File: config.mk
export PLATFORM = sky130hd
export DESIGN_NAME = program_loader_flat
export DESIGN_NICKNAME = d
export VERILOG_FILES = /design/src/rtl/program_loader_pkg.sv /design/src/rtl/program_loader_if.sv /design/src/rtl/program_loader_byte_packer.sv /design/src/rtl/program_loader.sv /design/src/flat_wrapper.sv
export SDC_FILE = /design/constraint.sdc
export NUM_CORES = 1
export LEC_CHECK = 0
export ABC_AREA = 1
export CAP_MARGIN = 20
export CORE_UTILIZATION = 43
export CTS_CLUSTER_SIZE = 16
export DETAILED_ROUTE_END_ITERATION = 8
export PLACE_DENSITY = 0.81
export SLEW_MARGIN = 15
export SYNTH_ARGS = -nofsm -noshare
export SYNTH_HDL_FRONTEND = slang
export SYNTH_SLANG_ARGS = --single-unit
File: constraint.sdc
create_clock -name CLK -period 1.5 [get_ports CLK]
set_clock_uncertainty 0.15 [all_clocks]
set_input_delay 0.15 -clock CLK [delete_from_list [all_inputs] [get_ports CLK]]
set_output_delay 0.15 -clock CLK [all_outputs]
set_load 0.03 [all_outputs]
File: src/rtl/program_loader_pkg.sv
// Shared constants for the program loader: memory geometry and FSM encoding.
// Latency: n/a (constants only).
// Backpressure: n/a.
package program_loader_pkg;

  localparam int MEMORY_DEPTH = 100;
  localparam int WORD_WIDTH   = 32;
  localparam int ADDR_SHIFT   = 2;   // byte address = word index << 2
  localparam int WCNT_W       = 7;   // width of Word_Count and the word index

  localparam logic [1:0] ST_IDLE    = 2'd0;
  localparam logic [1:0] ST_COLLECT = 2'd1;
  localparam logic [1:0] ST_WRITE   = 2'd2;
  localparam logic [1:0] ST_DONE    = 2'd3;

endpackage

File: src/rtl/program_loader_if.sv
// Download-source and instruction-memory signals of the program loader.
// Latency: n/a (wiring only).
// Backpressure: Byte_Ready from the loader gates Byte_Valid from the source.
interface program_loader_if
  import program_loader_pkg::*;
#(
  parameter int Word_Width = WORD_WIDTH
) ();

  logic                  Start;
  logic [WCNT_W-1:0]     Word_Count;
  logic [7:0]            Byte_Data;
  logic                  Byte_Valid;
  logic                  Byte_Ready;
  logic                  Mem_Write_Enable;
  logic [31:0]           Mem_Write_Address;
  logic [Word_Width-1:0] Mem_Write_Data;
  logic                  CPU_Hold;
  logic                  Done;
  logic                  Error;

  // Download source / host side
  modport master (
    output Start, Word_Count, Byte_Data, Byte_Valid,
    input  Byte_Ready, Mem_Write_Enable, Mem_Write_Address, Mem_Write_Data,
           CPU_Hold, Done, Error
  );

  // Loader side
  modport slave (
    input  Start, Word_Count, Byte_Data, Byte_Valid,
    output Byte_Ready, Mem_Write_Enable, Mem_Write_Address, Mem_Write_Data,
           CPU_Hold, Done, Error
  );

endinterface

File: src/rtl/program_loader_byte_packer.sv
// Packs four accepted bytes big-endian into one word (first byte lands in the MSBs).
// Latency: word valid the cycle after the fourth shift; last_o flags the fourth byte.
// Backpressure: none internally; shifts only when shift_i is asserted.
module byte_packer #(
  parameter int Word_Width = 32
) (
  input  logic                  clk,
  input  logic                  rst_n,
  input  logic                  clr_i,
  input  logic                  shift_i,
  input  logic [7:0]            byte_i,
  output logic [Word_Width-1:0] word_o,
  output logic                  last_o
);

  logic [Word_Width-1:0] word_q;
  logic [1:0]            cnt_q;

  // Shift new bytes in from the bottom; the 2-bit counter wraps after the fourth byte
  always_ff @(posedge clk or negedge rst_n) begin
    if (!rst_n) begin
      word_q <= '0;
      cnt_q  <= 2'd0;
    end else if (clr_i) begin
      word_q <= '0;
      cnt_q  <= 2'd0;
    end else if (shift_i) begin
      word_q <= {word_q[Word_Width-9:0], byte_i};
      cnt_q  <= cnt_q + 2'd1;
    end
  end

  assign word_o = word_q;
  assign last_o = (cnt_q == 2'd3);

endmodule

File: src/rtl/program_loader.sv
// Loads a byte stream into instruction memory as big-endian words while holding the CPU.
// Latency: 4 byte cycles + 1 write cycle per word; Done the cycle after the last write.
// Backpressure: Byte_Ready is high only while collecting bytes; low during the write cycle.
module program_loader
  import program_loader_pkg::*;
#(
  parameter int Memory_Depth = MEMORY_DEPTH,
  parameter int Word_Width   = WORD_WIDTH
) (
  input  logic           CLK,
  input  logic           RST,
  program_loader_if.slave bus
);

  logic [1:0]            state_q, state_d;
  logic [WCNT_W-1:0]     count_q, count_d;
  logic [WCNT_W-1:0]     index_q, index_d;
  logic                  error_q, error_d;
  logic                  start_seen;
  logic                  count_ok;
  logic                  load_go;
  logic                  byte_acc;
  logic                  byte_last;
  logic [Word_Width-1:0] packed_word;

  // Start is only honoured when no load is running
  assign start_seen = bus.Start && ((state_q == ST_IDLE) || (state_q == ST_DONE));
  assign count_ok   = (bus.Word_Count != '0) && (int'(bus.Word_Count) <= Memory_Depth);
  assign load_go    = start_seen && count_ok;
  assign byte_acc   = bus.Byte_Valid && (state_q == ST_COLLECT);

  byte_packer #(.Word_Width(Word_Width)) u_packer (
    .clk     (CLK),
    .rst_n   (RST),
    .clr_i   (load_go),
    .shift_i (byte_acc),
    .byte_i  (bus.Byte_Data),
    .word_o  (packed_word),
    .last_o  (byte_last)
  );

  // Next-state logic for the load sequencer, word index and rejection flag
  always_comb begin
    state_d = state_q;
    count_d = count_q;
    index_d = index_q;
    error_d = error_q;
    case (state_q)
      ST_IDLE, ST_DONE: begin
        if (start_seen) begin
          if (count_ok) begin
            state_d = ST_COLLECT;
            count_d = bus.Word_Count;
            index_d = '0;
            error_d = 1'b0;
          end else begin
            state_d = ST_DONE;
            error_d = 1'b1;
          end
        end
      end
      ST_COLLECT: begin
        if (byte_acc && byte_last) state_d = ST_WRITE;
      end
      ST_WRITE: begin
        if (index_q == count_q - 1'b1) begin
          state_d = ST_DONE;
        end else begin
          index_d = index_q + 1'b1;
          state_d = ST_COLLECT;
        end
      end
      default: state_d = ST_IDLE;
    endcase
  end

  // State registers; reset aborts any load in flight
  always_ff @(posedge CLK or negedge RST) begin
    if (!RST) begin
      state_q <= ST_IDLE;
      count_q <= '0;
      index_q <= '0;
      error_q <= 1'b0;
    end else begin
      state_q <= state_d;
      count_q <= count_d;
      index_q <= index_d;
      error_q <= error_d;
    end
  end

  // Outputs decode directly from registered state so reset clears them at once
  assign bus.Byte_Ready        = (state_q == ST_COLLECT);
  assign bus.Mem_Write_Enable  = (state_q == ST_WRITE);
  assign bus.Mem_Write_Address = 32'(index_q) << ADDR_SHIFT;
  assign bus.Mem_Write_Data    = packed_word;
  assign bus.CPU_Hold          = (state_q == ST_COLLECT) || (state_q == ST_WRITE);
  assign bus.Done              = (state_q == ST_DONE);
  assign bus.Error             = error_q;

endmodule
File: src/flat_wrapper.sv
// flat-port wrapper written by rule: the top's interface ports become plain ports
module program_loader_flat import program_loader_pkg::*;
#(
  parameter int Memory_Depth = MEMORY_DEPTH,
  parameter int Word_Width   = WORD_WIDTH
)
  (CLK, RST, bus_Start, bus_Word_Count, bus_Byte_Data, bus_Byte_Valid, bus_Byte_Ready, bus_Mem_Write_Enable, bus_Mem_Write_Address, bus_Mem_Write_Data, bus_CPU_Hold, bus_Done, bus_Error);
  program_loader_if #(.Word_Width(Word_Width)) bus_i ();
  input  logic CLK;
  input  logic RST;
  input wire logic [$bits(bus_i.Start)-1:0] bus_Start;
  input wire logic [$bits(bus_i.Word_Count)-1:0] bus_Word_Count;
  input wire logic [$bits(bus_i.Byte_Data)-1:0] bus_Byte_Data;
  input wire logic [$bits(bus_i.Byte_Valid)-1:0] bus_Byte_Valid;
  output wire logic [$bits(bus_i.Byte_Ready)-1:0] bus_Byte_Ready;
  output wire logic [$bits(bus_i.Mem_Write_Enable)-1:0] bus_Mem_Write_Enable;
  output wire logic [$bits(bus_i.Mem_Write_Address)-1:0] bus_Mem_Write_Address;
  output wire logic [$bits(bus_i.Mem_Write_Data)-1:0] bus_Mem_Write_Data;
  output wire logic [$bits(bus_i.CPU_Hold)-1:0] bus_CPU_Hold;
  output wire logic [$bits(bus_i.Done)-1:0] bus_Done;
  output wire logic [$bits(bus_i.Error)-1:0] bus_Error;
  assign bus_i.Start = bus_Start;
  assign bus_i.Word_Count = bus_Word_Count;
  assign bus_i.Byte_Data = bus_Byte_Data;
  assign bus_i.Byte_Valid = bus_Byte_Valid;
  assign bus_Byte_Ready = bus_i.Byte_Ready;
  assign bus_Mem_Write_Enable = bus_i.Mem_Write_Enable;
  assign bus_Mem_Write_Address = bus_i.Mem_Write_Address;
  assign bus_Mem_Write_Data = bus_i.Mem_Write_Data;
  assign bus_CPU_Hold = bus_i.CPU_Hold;
  assign bus_Done = bus_i.Done;
  assign bus_Error = bus_i.Error;
  program_loader #(.Memory_Depth(Memory_Depth), .Word_Width(Word_Width)) u_core (.CLK(CLK), .RST(RST), .bus(bus_i));
endmodule
## Word level (Yosys, flattened, before mapping)

Index checks and enable logic that the tools add are counted.

| operators by class | value |
|---|---|
| $add $sub $neg | 3 |
| eq/ne operators | 9 |
| magnitude comparators | 1 |
| reduce and logical (&&, ||, !) cells | 16 |
| muxes and demuxes | 14 |

Operator list:

| cell | number |
|---|---|
| $mux W32 | 2 |
| $mux W7 | 3 |
| $pmux W7 S2 | 1 |
| $mux W2 | 6 |
| $add A7 B1 Y7 const B | 1 |
| $eq A7 B7 Y1 | 1 |
| $le A7 B7 Y1 const B | 1 |
| $reduce_bool A7 Y1 | 1 |
| $sub A7 B1 Y7 const B | 1 |
| $eq A2 B2 Y1 const B | 3 |
| $ne A2 B1 Y1 const B | 3 |
| $pmux W2 S3 | 1 |
| $logic_and A1 B1 Y1 | 5 |
| $reduce_and A2 Y1 | 2 |
| $reduce_and A4 Y1 | 1 |
| $reduce_bool A2 Y1 | 2 |
| $reduce_and A3 Y1 | 1 |
| $add A2 B1 Y2 const B | 1 |
| $eq A2 B1 Y1 const B | 1 |
| $logic_not A2 Y1 | 1 |
| $logic_or A1 B1 Y1 | 2 |
| $ne A2 B2 Y1 const B | 1 |
| $reduce_or A2 Y1 | 1 |
| $mux W1 | 1 |

| storage, ports and cells | value |
|---|---|
| word-level logic and storage cells | 49 |
| output and inout port bits | 69 |
| input port bits | 19 |
| flip-flop bits (word level) | 51 |

## Logic depth before layout (Yosys ltp)

| logic depth | value |
|---|---|
| depth after elaboration | 5 |
| gate-level depth with buffers | 13 |
| gate-level depth less buffers | 13 |

## Cells and area by module

Synthesis repeated with hierarchy kept, for this count alone.

| unflattened totals | value |
|---|---|
| cells, all modules | 359 |
| area total of the unflattened synthesis | 2,904.0 um^2 |

Modules (own cells, without submodules):

| module | area an instance (um^2) | cells an instance | times used | seq. area each (um^2) |
|---|---|---|---|---|
| byte_packer | 1,481.4 | 150 | 1 | 850.8 |
| program_loader | 1,422.6 | 209 | 1 | 425.4 |

## Worst setup path before layout

OpenSTA, ideal clock, no wires.

| path | value |
|---|---|
| path type | register to register |
| from | register u_core.state_q[0] |
| to | register u_core.u_packer.cnt_q[1] |
| buffers on the path | 1 |
| setup time | 0.113 ns |
| clock period less this slack | 1.842 ns |
| arrival | 1.580 ns |
| stages on the path, launching flop included | 7 |
| setup slack | -0.342 ns |
| cells stage by stage | dfrtp_1 ha_1 nand2_2 buf_2 mux2_2 nand2_1 inv_1 |

| between the ends | value |
|---|---|
| elaborated cells between the ends (all ways) | 9 |
| classes of those cells | eq/ne: 2; mux: 1; reduce/logical: 6 |

RTL lines:

| element | RTL line | RTL |
|---|---|---|
| from (decl) | program_loader.sv:15 | `logic [1:0] state_q, state_d;` |
| from (signal assigned) | program_loader.sv:85 | `state_q <= state_d;` |
| $eq A2 B1 Y1 | -- |  |
| net bus_Byte_Ready | flat_wrapper.sv:15 | `output wire logic [$bits(bus_i.Byte_Ready)-1:0] bus_Byte_Ready;` |
| $logic_and A1 B1 Y1 | program_loader.sv:30 | `assign byte_acc = bus.Byte_Valid && (state_q == ST_COLLECT);` |
| $reduce_bool A2 Y1 (no source line) | -- |  |
| to (signal assigned) | program_loader_byte_packer.sv:29 | `cnt_q <= cnt_q + 2'd1;` |
| to (decl) | program_loader_byte_packer.sv:17 | `logic [1:0] cnt_q;` |

The timed path passes the listed nets, and every way through them passes these cells.
A chain may end at the register's enable or synchronous reset.

## Final worst setup path

| path | value |
|---|---|
| from | register u_core.state_q[1] |
| to | register u_core.u_packer.cnt_q[0] |

| between the ends | value |
|---|---|
| longest elaborated chain between the ends | 5 |
| elaborated cells between the ends (all ways) | 9 |
| classes of those cells | eq/ne: 2; mux: 1; reduce/logical: 6 |

Ends and longest elaborated chain:

| element | RTL line | RTL |
|---|---|---|
| $eq A2 B2 Y1 or $logic_not A2 Y1 (tied branches) | program_loader.sv:27 | `assign start_seen = bus.Start && ((state_q == ST_IDLE) \|\| (state_q == ST_DONE));` |
| $logic_or A1 B1 Y1 | program_loader.sv:27 |  |
| $logic_and A1 B1 Y1 | program_loader.sv:27 |  |
| $logic_and A1 B1 Y1 | program_loader.sv:29 | `assign load_go = start_seen && count_ok;` |
| $mux W2 or $reduce_bool A2 Y1 (tied branches) | -- |  |

Several ways; a longest one is shown, not always the timed one.

==> results.toml <==
[status]
status = "complete, but fails checks"
failed_checks = "DRC, setup timing"

[worst_hold_path]
hold_path.class = "primary input to async pin"

[floorplanning]
fp-row-count = 29
start_util_pct = 45.58
fp.dieW_um = 84.97
pin_count = 88
core_mm2 = 0.006495
die-height_um = 84.97
die-area_mm2 = 0.007220

[global_route]
top_usage_layer = "met2"
grt_max_degree = 52
grt_pass1_vias = 2535
track_usage_pct = 20.34
grt_pass1_wl_um = 11640
grtUsageMet3_pct = 2.918
grt_overflow = 0
gr-usage-met1_pct = 24.59
grt_antenna_before_repair = 0
grt_util_met2_pct = 36.07

[flow_run]
drv_cap = 0

[clock_network]
clock_latency_ps = 310
cts_tree = "done"
clock-root-buffer = "clkbuf_8"
cts.clk_slew.worst_paths_ps = 100
clock_tree.buffer_depth = 2
cts_sinks = 51
numCtsBuffers = 5
cts_htree_levels = 2

[sta]
timing.setup.tns_ps = -13860
holdWs_ps = 201.5
setup_viol = 54
setup_ws_ps = -318.5
rsz0062_at_grt = "yes"
fmax_mhz = 549.9
slew_violations = 0
min_period_ps = 1819
post-route-period-util_pct = 121.2
final-hold-violation-count = 0

[pwr]
swShare_pct = 46.24
p_per_area_mw_per_mm2 = 2011
p_comb_share_pct = 65.5
power_frac_seq_pct = 25.1
total_leakage_power_nw = 2.541
power_mw = 9.095
vdd_ir_drop_max_uv = 1081
p_int_mw = 4.890
pwr-share-clk_pct = 9.4
p_switching_mw = 4.205

[synthesis]
syn_inst = 350
synth_area_leader_cell = "dfrtp_1"
ys_types = 27
synth.area.top_cells = "dfrtp_1, mux2_2, nand2_1"
syn_area_mm2 = 0.002960
synth_top_area_share_pct = 43.11
seq_area_frac_synth_pct = 43.11
ys_warn_count = 0
ys_ff_latch = 51
synth.avg_cell_area_um2 = 8.458

[cells_and_area]
final_nets = 486
drive_above_1_share_pct = 44.25
fin_util_pct = 69.64
synthToLayoutAreaGrowth_pct = 52.79
n_antenna_cell = 0

[placed_design]
gp_congestion = 0.8192
pre_cts_slack_ps = -259.4
post-dp-hpwl_um = 4744
io_buffers = 62

[setup_path]
regToRegStartpoint = "u_core.state_q[1]$_DFFE_PN0P_"
reg2reg_slack_ps = -320
cp_max_fo = 7
critical_path_arrival_ps = 1870
required_ps = 1560
crit_type = "register to register"
startpoint_type = "register"
r2r_cells = 9
worstReg2RegEnd = "u_core.u_packer.cnt_q[0]$_DFFE_PN0P_"
endpoint_kind = "register"

[detailed_routing]
dr.first_iter.drc_count = 158
drc = 5
vias = 2757
ant_nets = 0
viasPerCell = 5.125
wl_um = 8914
first_pass_iters = 9
avgRoutedWirePerCell_um = 16.57
-- registers in the layout (all words and copies together), names as in the netlist --
signal                  count
u_core.u_packer.word_o     32
u_core.count_q              7
u_core.index_q              7
u_core.state_q              2
u_core.u_packer.cnt_q       2
u_core.bus.Error            1
-- cell families after synthesis --
group / after synthesis / synth area share [%]
AND/OR/NAND/NOR: 148 / 21.43
buffers and inverters: 91 / 15.60
XOR/XNOR: 7 / 2.071
adder cells (fa/ha/maj): 7 / 2.958
multiplexers: 33 / 12.55
AO/OA/AOI/OAI: 12 / 2.155
flip-flops: 51 / 43.11
other: 1 / 0.1267
-- stage by stage --
stage | instances | cell area (um^2)
detailed placement | 508 | 3827
floorplan | 374 | 3148
global route | 538 | 4523
finish | 538 | 4523
global placement | 508 | 3827
CTS | 524 | 4034
-- critical path, cell delays in order, from the launching register on --
cell       delay, ps
dfrtp_2          450
ha_4             300
buf_6            100
nand2_2           50
inv_2             90
nand3_4          130
buf_12           190
clkbuf_16        170
nand2_4           60
inv_2             30
-- cell usage in the layout (no fill, tap or decap), drive strengths merged --
cell | synthesis | routed
mux2 | 33 | 33
conb | 1 | 25
clkinv | 0 | 1
xnor2 | 3 | 3
nand3 | 17 | 17
a31oi | 1 | 1
xor2 | 4 | 4
nor3b | 2 | 2
o21a | 1 | 1
a21oi | 6 | 6
clkdlybuf4s15 | 0 | 5
o21ai | 4 | 4
inv | 57 | 56
clkinvlp | 0 | 1
dfrtp | 51 | 51
buf | 34 | 50
ha | 7 | 7
nor3 | 1 | 1
nand3b | 1 | 1
dlygate4sd3 | 0 | 1
dlygate4sd2 | 0 | 34
nor2 | 28 | 28
clkbuf | 0 | 12
nand2 | 99 | 100
clkdlybuf4s50 | 0 | 17
-- cell usage after synthesis --
cell      number
nand3_1       16
nor3_1         1
nand3_2        1
nand3b_1       1
nor2_2         2
buf_4         26
a31oi_1        1
inv_2          2
nand2_1       94
xor2_1         4
nor3b_1        2
nand2_2        2
nor2_1        25
xnor2_1        3
buf_6          2
inv_1         55
mux2_2        33
nand2_4        3
a21oi_1        6
o21ai_0        3
dfrtp_1       51
ha_1           7
o21ai_1        1
buf_2          6
o21a_1         1
conb_1         1
nor2_4         1
-- power groups by stage --
stage	logic [mW]	clock network [mW]	registers [mW]
2_1_floorplan	2.27	0	2.82
3_3_place_gp	4.16	0	2.25
3_5_place_dp	4.27	0	2.28
4_1_cts	4.47	0.843	2.23
5_1_grt	6.31	0.916	2.33
6_report	5.96	0.851	2.28
-- worst max-delay path by stage --
stage / start / to / depth (start not counted)
5_1_grt: u_core.index_q[1]$_DFFE_PN0P_ / u_core.index_q[6]$_DFFE_PN0P_ / 8
4_1_cts: u_core.state_q[1]$_DFFE_PN0P_ / u_core.u_packer.word_o[20]$_DFFE_PN0P_ / 8
2_1_floorplan: u_core.state_q[1]$_DFFE_PN0P_ / u_core.u_packer.cnt_q[1]$_DFFE_PN0P_ / 7
6_report: u_core.state_q[1]$_DFFE_PN0P_ / u_core.u_packer.cnt_q[0]$_DFFE_PN0P_ / 9
3_5_place_dp: bus_Word_Count[1] / u_core.count_q[1]$_DFFE_PN0P_ / 8
3_3_place_gp: bus_Word_Count[3] / u_core.count_q[1]$_DFFE_PN0P_ / 8
-- layout make-up --
class | count | area [um^2]
flip-flops and latches | 51 | 1282
repair buffers | 112 | 1167
inverters | 57 | 220.2
clock buffers | 7 | 86.33
multi-input cells | 233 | 1662
clock inverters | 1 | 8.758
fillers | 432 | 1972
well taps | 77 | 96.34
-- what timing repair did --
item	4_1_cts	5_1_grt
pin swaps	2	12
resized for setup	67	109
hold endpoints to repair	51	0
gates cloned	1	9
hold buffers	1	0
endpoints found under the setup margin	92	60
buffers inserted	6	5
-- metal layers --
layer	up-vias	wire [um]
li1	1243	-
met1	1316	3482
met2	149	4487
met3	49	484
met4	0	459
met5	-	0
Power figures use the tool's default switching activity.
